<file path="config.mk">
export PLATFORM = sky130hd
export DESIGN_NAME = hamming_scrubber_8
export DESIGN_NICKNAME = d
export VERILOG_FILES = /design/src/rtl/hamming_pkg.sv /design/src/rtl/hamming_secded_core.sv /design/src/rtl/hamming_scrubber_8.sv
export SDC_FILE = /design/constraint.sdc
export NUM_CORES = 1
export LEC_CHECK = 0
export CAP_MARGIN = 20
export CORE_MARGIN = 5
export CORE_UTILIZATION = 40
export CTS_CLUSTER_SIZE = 25
export DETAILED_ROUTE_END_ITERATION = 8
export HOLD_SLACK_MARGIN = 0.02
export PLACE_DENSITY = 0.68
export REMOVE_ABC_BUFFERS = 1
export SLEW_MARGIN = 15
export SYNTH_ARGS = -nofsm -noshare
export SYNTH_HDL_FRONTEND = slang
export SYNTH_SLANG_ARGS = --single-unit
</file>
<file path="constraint.sdc">
create_clock -name clk -period 1.9 [get_ports clk]
set_input_delay 0.57 -clock clk [delete_from_list [all_inputs] [get_ports clk]]
set_output_delay 0.57 -clock clk [all_outputs]
set_load 0.05 [all_outputs]
</file>
<file path="src/rtl/hamming_pkg.sv">
// hamming_pkg: shared definitions for the Hamming(12,8)+p0 SECDED datapath.
//   CW_W / DATA_W : codeword and data widths
//   DATA_POS      : codeword positions holding d0..d7
//   dec_res_t     : one decoded word (data, flags, syndrome, repaired codeword)
//   hamming_encode_8 : data byte -> 13-bit codeword (bit 0 = overall parity)
package hamming_pkg;

  localparam int CW_W   = 13;
  localparam int DATA_W = 8;
  localparam int SYN_W  = 4;

  localparam int DATA_POS [DATA_W] = '{3, 5, 6, 7, 9, 10, 11, 12};

  typedef struct packed {
    logic [DATA_W-1:0] data;
    logic              sec;
    logic              ded;
    logic [SYN_W-1:0]  syndrome;
    logic [CW_W-1:0]   fixed_code;
  } dec_res_t;

  function automatic logic [CW_W-1:0] hamming_encode_8(input logic [DATA_W-1:0] d);
    logic [CW_W-1:0]  c;
    logic [SYN_W-1:0] s;
    c = '0;
    s = '0;
    for (int i = 0; i < DATA_W; i++) c[DATA_POS[i]] = d[i];
    for (int p = 1; p < CW_W; p++) if (c[p]) s ^= SYN_W'(p);
    // Parity bit at position 2^k cancels syndrome bit k, leaving s = 0.
    c[1] = s[0];
    c[2] = s[1];
    c[4] = s[2];
    c[8] = s[3];
    c[0] = ^c[CW_W-1:1];
    return c;
  endfunction

endpackage

</file>
<file path="src/rtl/hamming_secded_core.sv">
// hamming_secded_core: combinational SECDED logic, split in two halves so the
// scrubber can register the syndrome between them.
//   code  -> syn, q          : syndrome and overall parity of a raw codeword
//   code_r, syn_r, q_r -> res : correction decision for a registered word
module hamming_secded_core
  import hamming_pkg::*;
(
  input  logic [CW_W-1:0]  code,
  output logic [SYN_W-1:0] syn,
  output logic             q,
  input  logic [CW_W-1:0]  code_r,
  input  logic [SYN_W-1:0] syn_r,
  input  logic             q_r,
  output dec_res_t         res
);

  always_comb begin
    syn = '0;
    for (int p = 1; p < CW_W; p++) if (code[p]) syn ^= SYN_W'(p);
    q = ^code;
  end

  logic [CW_W-1:0] fixed;

  always_comb begin
    fixed        = code_r;
    res          = '0;
    res.syndrome = syn_r;
    if (q_r) begin
      // Odd overall parity: one flipped bit; syndrome 0 means it was p0 itself.
      if (syn_r == '0) begin
        fixed[0] = ~code_r[0];
        res.sec  = 1'b1;
      end else if (syn_r <= SYN_W'(CW_W - 1)) begin
        fixed[syn_r] = ~code_r[syn_r];
        res.sec      = 1'b1;
      end else begin
        // Syndrome points past the word: at least three bits flipped.
        res.ded = 1'b1;
      end
    end else if (syn_r != '0) begin
      res.ded = 1'b1;
    end
    res.fixed_code = fixed;
    for (int i = 0; i < DATA_W; i++) res.data[i] = fixed[DATA_POS[i]];
  end

endmodule

</file>
<file path="src/rtl/hamming_scrubber_8.sv">
// hamming_scrubber_8: two-stage SECDED decoder with scrub write-back and
// saturating error counters.
//   in_valid/in_ready/in_code        : codeword input handshake
//   out_valid/out_ready/out_*        : decoded result handshake
//   wb_valid/wb_ack/wb_code          : repaired-codeword write-back handshake
//   clear_cnt, cnt_sec, cnt_ded      : error statistics
// Stage 1 holds the codeword with its syndrome; stage 2 holds the decision.
// A stage-2 entry retires once both its result and any write-back have been
// accepted, in either order or in the same cycle.
module hamming_scrubber_8 #(
  parameter int CW_W   = 13,
  parameter int DATA_W = 8,
  parameter int CNT_W  = 8
) (
  input  logic              clk,
  input  logic              rst,
  input  logic              in_valid,
  output logic              in_ready,
  input  logic [CW_W-1:0]   in_code,
  output logic              out_valid,
  input  logic              out_ready,
  output logic [DATA_W-1:0] out_data,
  output logic              out_sec,
  output logic              out_ded,
  output logic [3:0]        out_syndrome,
  output logic              wb_valid,
  output logic [CW_W-1:0]   wb_code,
  input  logic              wb_ack,
  input  logic              clear_cnt,
  output logic [CNT_W-1:0]  cnt_sec,
  output logic [CNT_W-1:0]  cnt_ded
);

  logic [2:1]          vld_pipe;
  logic                rdy_en;     // holds in_ready low until the first edge after reset
  logic [CW_W-1:0]     s1_code;
  logic [3:0]          s1_syn;
  logic                s1_q;
  logic [3:0]          syn_c;
  logic                q_c;
  hamming_pkg::dec_res_t res;
  logic                wb_pending;
  logic                out_done;   // result already taken, waiting on write-back
  logic                out_ok, wb_ok, retire, s1_adv, in_fire;

  hamming_secded_core u_core (
    .code   (in_code),
    .syn    (syn_c),
    .q      (q_c),
    .code_r (s1_code),
    .syn_r  (s1_syn),
    .q_r    (s1_q),
    .res    (res)
  );

  assign out_valid = vld_pipe[2] & ~out_done;
  assign wb_valid  = vld_pipe[2] & wb_pending;
  assign out_ok    = out_done | (out_valid & out_ready);
  assign wb_ok     = ~wb_pending | wb_ack;
  assign retire    = vld_pipe[2] & out_ok & wb_ok;
  assign s1_adv    = vld_pipe[1] & (~vld_pipe[2] | retire);
  assign in_ready  = rdy_en & (~vld_pipe[1] | s1_adv);
  assign in_fire   = in_valid & in_ready;

  always_ff @(posedge clk or negedge rst) begin
    if (!rst) begin
      rdy_en       <= 1'b0;
      vld_pipe     <= '0;
      s1_code      <= '0;
      s1_syn       <= '0;
      s1_q         <= 1'b0;
      out_data     <= '0;
      out_sec      <= 1'b0;
      out_ded      <= 1'b0;
      out_syndrome <= '0;
      wb_code      <= '0;
      wb_pending   <= 1'b0;
      out_done     <= 1'b0;
    end else begin
      rdy_en <= 1'b1;

      if (in_fire) begin
        s1_code     <= in_code;
        s1_syn      <= syn_c;
        s1_q        <= q_c;
        vld_pipe[1] <= 1'b1;
      end else if (s1_adv) begin
        vld_pipe[1] <= 1'b0;
      end

      if (s1_adv) begin
        vld_pipe[2]  <= 1'b1;
        out_data     <= res.data;
        out_sec      <= res.sec;
        out_ded      <= res.ded;
        out_syndrome <= res.syndrome;
        wb_code      <= res.fixed_code;
        wb_pending   <= res.sec;
        out_done     <= 1'b0;
      end else if (retire) begin
        vld_pipe[2] <= 1'b0;
        wb_pending  <= 1'b0;
        out_done    <= 1'b0;
      end else begin
        if (out_valid && out_ready) out_done   <= 1'b1;
        if (wb_valid && wb_ack)     wb_pending <= 1'b0;
      end
    end
  end

  always_ff @(posedge clk or negedge rst) begin
    if (!rst) begin
      cnt_sec <= '0;
      cnt_ded <= '0;
    end else if (clear_cnt) begin
      cnt_sec <= '0;
      cnt_ded <= '0;
    end else if (retire) begin
      if (out_sec && cnt_sec != {CNT_W{1'b1}}) cnt_sec <= cnt_sec + 1'b1;
      if (out_ded && cnt_ded != {CNT_W{1'b1}}) cnt_ded <= cnt_ded + 1'b1;
    end
  end

endmodule

</file>
* Yosys cells after proc, flatten, opt, wreduce, memory -nomap -nowiden
Index checks and enable logic that the tools add are counted.
** Operators by class
- Add/subtract/negate cells :: 2
- $lt $le $gt $ge :: 3
- Eq/ne operators :: 2
- Multiplexer cells :: 44
- Bitwise operators :: 29
- Reduce and logical (&&, ||, !) cells :: 17
** Operators by type and width (number)
- two-way mux 8 bit :: 6
- two-way mux 13 bit :: 2
- two-way mux 1 bit :: 21
- two-way mux 4 bit :: 5
- adder 8 x 1 -> 8 bit, second input constant :: 2
- inequality test 8 bit, second input constant :: 2
- bitwise mux 13 bit :: 1
- parity 13 bit :: 1
- two-way mux 12 bit :: 1
- two-way mux 3 bit :: 4
- NOT 2 bit :: 6
- nonzero test 2 bit :: 5
- bitwise AND 1 bit :: 8
- NOT 1 bit :: 6
- NOT 3 bit :: 2
- nonzero test 3 bit :: 2
- logical AND 1 bit :: 5
- less-than comparator 4 x 5 -> 1 bit, second input constant :: 1
- binary-select mux 1 bit (select 4 bit) :: 1
- demux 1 bit (select 4 bit) :: 1
- greater-or-equal comparator 4 x 1 -> 1 bit, second input constant :: 1
- less-or-equal comparator 4 bit, second input constant :: 1
- zero test 4 bit :: 1
- two-way mux 2 bit :: 2
- other kinds (4) :: 10
** Word-level totals
- Register bits :: 66
- Bits of input ports :: 19
- Output and inout port bits :: 46
- Logic and storage cells :: 112

* Logic depth before layout (Yosys ltp)
Gate-level depths: netlist (run 1).
- Depth in word-level cells :: 20
- Mapped depth :: 6
- Mapped depth without buffers :: 5

* By module
Synthesis (run 1) repeated with hierarchy kept, for this count alone.
** Unflattened totals
- Cells, all modules :: 285
- Area, all modules :: 3326.9 sq um
** By module, submodules not included
- hamming_scrubber_8 :: instances 1, cells an instance 217, area each 2806.4 sq um, sequential area each 1651.6 sq um
- hamming_secded_core :: instances 1, cells an instance 68, area each 520.5 sq um, sequential area each 0.0 sq um

* Worst setup path after synthesis (run 1)
Ideal clock, no wire load.
- Kind :: input port to output port
- From :: in out_ready
- To :: out in_ready
- Data arrival time :: 1.438 ns
- Data required time :: 1.330 ns
- Path slack :: -0.108 ns
- Cell stages on the path :: 4
- Buffers on the path :: 1
- Path through :: nor2_1 buf_6 o211ai_1 and2_1
** On the way
- Word-level cells in the longest chain between the ends :: 8
** Ends and longest elaborated chain
- start, declared :: line hamming_scrubber_8.sv:21 : input logic out_ready,
- bitwise AND 1 bit :: line hamming_scrubber_8.sv:58 : assign out_ok = out_done | (out_valid & out_ready);
- bitwise OR 1 bit :: line hamming_scrubber_8.sv:58
- bitwise AND 1 bit (2 in a row) :: line hamming_scrubber_8.sv:60 : assign retire = vld_pipe[2] & out_ok & wb_ok;
- bitwise OR 1 bit :: line hamming_scrubber_8.sv:61 : assign s1_adv = vld_pipe[1] & (~vld_pipe[2] | retire);
- bitwise AND 1 bit :: line hamming_scrubber_8.sv:61
- bitwise OR 1 bit :: line hamming_scrubber_8.sv:62 : assign in_ready = rdy_en & (~vld_pipe[1] | s1_adv);
- bitwise AND 1 bit :: line hamming_scrubber_8.sv:62
- end, declared :: line hamming_scrubber_8.sv:18 : output logic in_ready,
Every way passes these cells.

* Worst setup path in the final report (run 1)
- From :: reg wb_pending
- To :: out in_ready
** On the way
- Word-level cells in the longest chain between the ends :: 7
** Ends and longest elaborated chain
- start, declared :: line hamming_scrubber_8.sv:42 : logic wb_pending;
- start signal, assigned :: line hamming_scrubber_8.sv:98 : wb_pending <= res.sec;
- NOT 1 bit :: line hamming_scrubber_8.sv:59 : assign wb_ok = ~wb_pending | wb_ack;
- bitwise OR 1 bit :: line hamming_scrubber_8.sv:59
- bitwise AND 1 bit :: line hamming_scrubber_8.sv:60
- bitwise OR 1 bit :: line hamming_scrubber_8.sv:61
- bitwise AND 1 bit :: line hamming_scrubber_8.sv:61
- bitwise OR 1 bit :: line hamming_scrubber_8.sv:62
- bitwise AND 1 bit :: line hamming_scrubber_8.sv:62
Every way passes these cells.

==> results of run 1 <==
==> registers in the layout, indices dropped and copies added (netlist names), 2 cells and up <==
register / flops
cnt_ded: 8
cnt_sec: 8
out_data: 8
out_syndrome: 4
s1_code: 13
s1_syn: 4
vld_pipe: 2
wb_code: 5
==> critical path, delay by kind of cell (launching register included) <==
| family | cells | cell delay, ns |
|---|---|---|
| DFF | 1 | 0.38 |
| and+or+nand+nor | 2 | 0.33 |
| AOI/OAI and AO/OA | 1 | 0.20 |
| buffers and inverters | 1 | 0.14 |
==> worst paths after layout <==
check | startpoint | slack (ns) | cells past startpoint | end
worst max-delay path | wb_pending | -0.05 | 4 | in_ready
worst min-delay path | rst | 0.23 | 2 | cnt_ded[5]
worst max register to register | out_done | 0 | 5 | cnt_ded[7]
worst min register to register | out_syndrome[3] | 0.51 | 1 | out_syndrome[3]
max in group asynchronous | rst | 1.40 | 2 | out_data[6]
min in group clk | out_syndrome[3] | 0.51 | 1 | out_syndrome[3]
==> power groups by stage <==
stage	logic (mW)	registers (mW)	clock network, mW
floorplan	0.785	2.87	0
finish	2.89	1.88	1.05
global placement	2.85	1.90	0
global route	3.07	1.93	1.14
CTS	2.90	1.89	1.07
detailed placement	2.88	1.91	0
==> layout make-up <==
| class | count | area [sq um] | area share, % |
|---|---|---|---|
| multi-input combinational | 201 | 1470 | 34.4 |
| timing repair buffer | 108 | 1030 | 24.1 |
| sequential | 58 | 1450 | 33.9 |
| clock buffer | 14 | 173 | 4.03 |
| inverter | 5 | 18.8 | 0.438 |
| clock inverter | 2 | 10.0 | 0.234 |
| tap | 99 | 124 | 2.89 |
==> kinds of logic after synthesis <==
logic type | share of synthesized area [%]
adder cells (fa/ha/maj) | 0.824
AO/OA/AOI/OAI | 10.2
AND/OR/NAND/NOR | 16.2
other | 0.124
XOR/XNOR | 10.1
multiplexers | 10.0
buffers and inverters | 4.66
flip-flops | 47.8
==> through the flow <==
step	setup WS [ns]	cell area, sq um	setup TNS, ns	utilization (%)
after global placement	-0.575	4010	-17.23	54.7
final	-0.0503	4280	-0.0503	58.4
after detailed placement	-0.614	4010	-18.73	54.7
after global routing	-0.134	4280	-0.224	58.4
after floorplan	-0.136	2910	-1.07	-
after CTS	-0.0861	4220	-0.0861	57.6
==> layer usage <==
metal  track usage (%)  up-vias
met5                 0        -
met4              6.48        0
met3              3.80       10
met2              25.8       61
met1              17.8     1218
li1                  -     1200
==> synth_stat cells (2+ instances only) <==
master | instances | share of area, %
sky130_fd_sc_hd__a211oi_1 | 2 | 0.49
sky130_fd_sc_hd__a21o_1 | 2 | 0.49
sky130_fd_sc_hd__a21oi_1 | 15 | 2.5
sky130_fd_sc_hd__a31o_2 | 2 | 0.58
sky130_fd_sc_hd__and2_1 | 2 | 0.41
sky130_fd_sc_hd__and4_1 | 3 | 0.87
sky130_fd_sc_hd__buf_2 | 2 | 0.33
sky130_fd_sc_hd__buf_4 | 8 | 2.0
sky130_fd_sc_hd__buf_6 | 3 | 1.1
sky130_fd_sc_hd__clkbuf_1 | 5 | 0.62
sky130_fd_sc_hd__dfrtp_1 | 58 | 48
sky130_fd_sc_hd__ha_1 | 2 | 0.82
sky130_fd_sc_hd__inv_1 | 5 | 0.62
sky130_fd_sc_hd__mux2_2 | 27 | 10
sky130_fd_sc_hd__nand2_1 | 15 | 1.9
sky130_fd_sc_hd__nand2b_1 | 3 | 0.62
sky130_fd_sc_hd__nand3_1 | 8 | 1.3
sky130_fd_sc_hd__nand3b_1 | 5 | 1.2
sky130_fd_sc_hd__nand4_1 | 2 | 0.41
sky130_fd_sc_hd__nor2_1 | 13 | 1.6
sky130_fd_sc_hd__nor3_1 | 10 | 1.6
sky130_fd_sc_hd__nor4_1 | 2 | 0.41
sky130_fd_sc_hd__o211ai_1 | 2 | 0.49
sky130_fd_sc_hd__o21ai_0 | 28 | 4.6
sky130_fd_sc_hd__or3_1 | 6 | 1.2
sky130_fd_sc_hd__or4_1 | 2 | 0.49
sky130_fd_sc_hd__or4_4 | 2 | 0.74
sky130_fd_sc_hd__xnor2_1 | 27 | 7.8
sky130_fd_sc_hd__xnor3_1 | 2 | 1.5
sky130_fd_sc_hd__xor2_1 | 3 | 0.87
==> repair_timing <==
item | CTS | global route
endpoints found under the hold margin | 0 | 0
setup buffers | 3 | 2
pin swaps | 6 | 14
setup endpoints to repair | 19 | 6
resized for setup | 10 | 15
==> results.md, run 1 <==
- The worst setup path category is flop to output pin.
- The clock tree from TritonCTS is built.
- The library cells used most frequently in the layout, excluding fill and tap cells, are 75 x sky130_fd_sc_hd__buf_4, 58 x sky130_fd_sc_hd__dfrtp_1, 28 x sky130_fd_sc_hd__o21ai_0.
- The TritonCTS buffer count is 9.
- The internal power of the cells totals 3.31 mW.
- The minimum clock period after layout is 1.95 ns.
- The net total in the final layout is 404.
- The number of placed cells counting well taps is 466.
- Per report_power, the sequential group accounts for 32.3% of the total.
- After detailed routing, the number of vias per cell comes to 5.11.
- The maximum vdd ir drop is 563 uV.
- In this run the standard cell core region covers 7330 sq um.
- Across all setup checks in the final design, the least slack found is -0.0503 ns.
- The remaining global-route overflow is 0.
- The number of antenna violations at the first check in global routing is 0.
- The die is 97.1 um tall.
- The delay contributed by the slowest stage of the critical path is 0.38 ns.
- The analysis attributes to cell leakage a power of 1.90 nW.
- 65 I/O pins were placed.
- In this run the number of H-tree levels came out at 3.
- The overall die width is 97.1 um.
- Setup repair after global routing could not meet its margin everywhere.
- In this run, post-CTS hold repair placed 0 buffers.
- The wire-length estimate of the detail-placed layout is 5120 um.
- Counting flops with a built-in enable in the synthesized netlist gives 0.
- The final worst hold slack is 0.235 ns.
- The master of the slowest instance on the critical path is sky130_fd_sc_hd__dfrtp_1.
- The worst hold path belongs to the class input pin to async pin.
- The critical path startpoint category is a flop.
- The Yosys step of the flow raised 0 warnings.
- Clock-pin slew was measured on the worst setup and hold paths at 0.07 ns.
- The required arrival time at the worst endpoint is 1.33 ns.
- The number of global-route vias before repair is 2555.
- Summing the sequential cell areas from Yosys gives 47.8% of the chip area.
- The overall power after layout is 5.82 mW.
- The final reports fail on negative setup slack.
- The post-synthesis instance total is 282.
- After detailed routing, the number of remaining DRC violations is 0.
- The first global-routing pass estimated 11800 um of wire.
- Input and output buffers added on the ports amount to 64.
- The global routing usage summed across all routing layers is 15.1%.
- Once the floorplan was initialized, standard cells occupied 41.4% of the core.
- Along the worst path, the maximum fanout reaches 4.
- The overall via count from detail_route is 2489.
- In this run switching power makes up 43.1% of total power.
- The detailed-routing wirelength on met1 is 2910 um.
- Entering global routing, the biggest net connects 59 pins.
- The clock latency of the later-clocked register in the worst-skew pair is 0.33 ns.
- The total setup violations reported at the end of the flow is 1.
- In this run, distinct cell masters in the synthesized netlist total 46.
- The synthesized flop and latch total is 58.
- The element type at the critical path end is an output pin.
- Combinational logic burns 49.7% of the power.
- The cell sitting at the root of the clock tree is a sky130_fd_sc_hd__clkbuf_8.
- The fraction of layout cells with a size suffix above 1 is 38.1%.
- For this run, the leading register cell type out of synthesis is sky130_fd_sc_hd__dfrtp_1.
- The die area is 9430 sq um.
- The number of inserted diodes is 0.
- The most common cell after layout, fill and taps aside is sky130_fd_sc_hd__buf_4.
- Max-cap violations in this run came to 0.
- The clock net in this run drives a total of 58 sinks.
- The fraction of power consumed by the clock network is 18.0%.
- The routed design uses 3510 um of met2 wire.
- The post-synthesis area per instance is 10.8 sq um.
- The first TritonRoute pass finished after 4 iterations.
- The total wire length after detailed routing is 6830 um.
- The flow ran to the end, but the final reports show violations.
- The maximum count of clock buffers along a single path is 2.
- The reported net switching power is 2.51 mW.
- The number of cell rows is 31.
- The area growth from synthesis to final layout is 41.1%.
- The final number of hold-violating endpoints is 0.
- The congestion estimate from routability-driven global placement came to 0.839.
- The max-slew violation count is 0.
- The average routed wire per standard cell is 14.0 um.
- The number of nets still failing antenna checks after routing is 0.
- The layout has 615 filler cells.
- Routed signal wires occupy layers up through met4.
- The proportion of synthesized flip-flops having asynchronous set or reset is 100%.
- Static timing analysis puts the maximum clock frequency at 513 MHz.
- Data arrives at the worst endpoint at 1.38 ns.
- The signal on the critical path passes through nor2b_4 > o211ai_1 > and2_4 > buf_8.
- The post-synthesis instance area is 3040 sq um.
- After detailed routing, the met3 layer carries 318 um of wire.
- For this design the ratio of total power to cell area is 1360 nW/um^2.
- The post-route fraction of the period consumed by the critical path is 103%.
- Leaving out filler cells and counting taps, the final layout contains 487.
- The initial DRC count is 82.
- Clock skew on the completed layout was measured at 0.00740 ns.
Power figures use the tool's default switching activity.
==> run 2, diff against run 1 <==
--- a/config.mk
+++ b/config.mk
@@ -6,13 +6,16 @@
 export NUM_CORES = 1
 export LEC_CHECK = 0
 export CAP_MARGIN = 20
+export CELL_PAD_IN_SITES_DETAIL_PLACEMENT = 1
+export CELL_PAD_IN_SITES_GLOBAL_PLACEMENT = 1
 export CORE_MARGIN = 5
-export CORE_UTILIZATION = 40
+export CORE_UTILIZATION = 36
 export CTS_CLUSTER_SIZE = 25
 export DETAILED_ROUTE_END_ITERATION = 8
 export HOLD_SLACK_MARGIN = 0.02
-export PLACE_DENSITY = 0.68
+export PLACE_DENSITY_LB_ADDON = 0.1
 export REMOVE_ABC_BUFFERS = 1
+export SKIP_CTS_REPAIR_TIMING = 1
 export SLEW_MARGIN = 15
 export SYNTH_ARGS = -nofsm -noshare
 export SYNTH_HDL_FRONTEND = slang
==> run 2 against run 1 <==
  * The run still ends with negative setup slack left
  * Cell count rose by 1.2%
  * First-iteration DRC count decreased by 45%
  * Flip-flop and latch count did not move
  * Register-to-register slack lost 0.07 ns
  * Setup slack got worse by 0.095 ns
  * Critical path depth stayed put
  * Worst hold slack got worse by 0.016 ns
  * Clock-buffer cell count shrank 2
  * Total power grew 7.5%
  * Global-route usage rose by 0.93 points
  * Sequential share of layout area shrank 0.72 points
  * Die area is 9.9% higher
  * Critical path type unchanged
==> results.md, run 2 (same netlist as run 1, synthesis figures left out) <==
- The number of nets still failing antenna checks after routing is 0.
- The register with the most flip-flops in the layout has 13 of them.
- Setup repair after global routing could not meet its margin everywhere.
- The analysis attributes to net switching a power of 2.61 mW.
- The share of the core filled with cells in the final layout is 53.3%.
- The run finished, with violations left.
- The highest attainable clock frequency is 489 MHz.
- The number of filler instances in the final layout is 901.
- The final number of hold-violating endpoints is 0.
- The number of antenna violations at the first check in global routing is 0.
- The final worst-path setup slack is -0.145 ns.
- The final reports fail on negative setup slack.
- In the final routed layout, each cell accounts on average for 16.2 um.
- The number of cell rows is 33.
- The class of the tightest hold or removal check is input pin to async pin.
- The root buffer cell chosen for the clock tree is sky130_fd_sc_hd__clkbuf_8.
- The critical path is of the flop to output pin type.
- The number of violations of the max-capacitance limit is 0.
- The most flop-heavy register is s1_code.
- Leaving out fill and tap cells, the most frequent cells in the layout are 74 x sky130_fd_sc_hd__buf_4, 58 x sky130_fd_sc_hd__dfrtp_1, 28 x sky130_fd_sc_hd__o21ai_0.
- The number of levels the H-tree was split into is 3.
- The post-DP HPWL is 5910 um.
- The part of the power in registers is 30.6%.
- OpenSTA, run right after detailed placement, puts the worst setup slack at -0.630 ns.
- The clock transition at the registers of the reported paths is 0.07 ns.
- The net total in the final layout is 404.
- The repair_antennas step left the layout with diodes totalling 0.
- The effective utilization at floorplan is 36.9%.
- The max-slew violation count is 0.
- In this run, the clock network consumes 23.3% of the power.
- The total number of clock tree sinks is 58.
- The endpoint arrival time on the critical path is 1.47 ns.
- The setup TNS after final layout is -0.211 ns.
- The initial DRC count is 45.
- The internal portion of total power is 3.65 mW.
- The first global-routing pass estimated 12900 um of wire.
- The overall power after layout is 6.26 mW.
- Counting I/O delays and the setup requirement, the final critical path takes 2.04 ns.
- The start of the worst register-to-register path is wb_pending.
- TritonCTS built the clock tree.
- Compared with the post-synthesis result, the final layout area differs by 44.1%.
- The clock passes through at most 2 buffers.
- The switching part of the total is 41.7%.
- For this run, design rule violations remaining after detail routing come to 0.
- Leaving out fill and tap cells, the most frequent cell in the layout is sky130_fd_sc_hd__buf_4.
- The maximum vdd ir drop is 570 uV.
- The first detailed-routing pass ran for 3 iterations.
- After routing the design area is 4380 sq um.
- The overall via count from detail_route is 2492.
- Setup violations remaining at the end of the flow were counted as 2.
- In this run the standard cell core region covers 8220 sq um.
- Entering global routing, the biggest net connects 59 pins.
- Including well taps, the total number of placed cells is 473.
- Buffers placed on the I/O ports in this run total 64.
- STA classifies the critical path startpoint as a flop.
- The average via count per standard cell is 5.05.
- Summed over all cells, the static leakage comes to 1.91 nW.
- In the final layout, the share of cells above drive strength 1 is 38.1%.
- The vertical extent of the die is 102 um.
- Final hold analysis gives a worst-case slack of 0.218 ns.
- Between clock sinks in the finished design, the worst skew comes to 0.00764 ns.
- The overall die width is 102 um.
- The number of top-level pins is 65.
- The share of power burned in combinational logic is 46.1%.
- The global routing usage summed across all routing layers is 16.0%.
- The total placed instance area is 4030 sq um.
- The number of global-route vias before repair came to 2713.
- Summed over all layers, the routed wires come to 7960 um.
- The clock latency of the later-clocked register in the worst-skew pair is 0.33 ns.
- The post-route fraction of the period consumed by the critical path is 108%.
- The timing startpoint of the critical path is wb_pending.
- In this run the power density over the cells is 1430 nW/um^2.
- At the worst endpoint, the required time is 1.33 ns.
- In this run, CTS created clock tree buffers numbering 9.
- The total overflow left after global routing is 0.
- The final weighted congestion of routability-driven global placement is 0.739.
- After the flow finishes, the layout carries non-filler instances totaling 493.
- The die area is 10400 sq um.
- Of all nets on the critical path, the largest fanout is 4.
- STA classifies the critical path endpoint as an output pin.
## run 2: worst max-delay path, stage by stage, from the launching register on
cell and delay, ns:
sky130_fd_sc_hd__dfrtp_1 0.40, sky130_fd_sc_hd__nor2b_4 0.15, sky130_fd_sc_hd__o211ai_1 0.24, sky130_fd_sc_hd__and2_1 0.19
sky130_fd_sc_hd__buf_6 0.16
## run 2: final timing paths
kind                               to  slack, ns  cells past startpoint
max                          in_ready      -0.14                      4
min                        cnt_ded[2]       0.22                      2
max reg2reg                cnt_ded[7]      -0.07                      5
min reg2reg                wb_code[8]       0.51                      1
max in group asynchronous  cnt_sec[0]       1.38                      2
min in group clk           wb_code[8]       0.51                      1
## run 2: power groups by stage
stage | Clock (mW) | Sequential [mW] | Combinational, mW
after floorplan | 0 | 2.87 | 0.785
after global placement | 0 | 1.91 | 2.82
after detailed placement | 0 | 1.93 | 2.87
after CTS | 1.49 | 1.91 | 2.88
after global routing | 1.55 | 1.95 | 3.06
final | 1.46 | 1.91 | 2.89
## run 2: cell type report
cell class / instances / area [sq um] / area share, %
multi-input cells: 201 / 1490 / 34.0
flip-flops and latches: 58 / 1450 / 33.2
repair buffers: 108 / 1030 / 23.6
clock buffers: 12 / 155 / 3.55
well taps: 105 / 131 / 3.00
clock inverters: 4 / 97.6 / 2.23
inverters: 5 / 18.8 / 0.429
## run 2: per-layer routing
layer / routed length, um / global-route usage, % / up-vias
met5: 0 / 0 / -
met4: 120 / 6.05 / 0
met3: 260 / 3.07 / 11
met2: 4250 / 29.4 / 39
met1: 3330 / 18.4 / 1245
li1: - / - / 1197
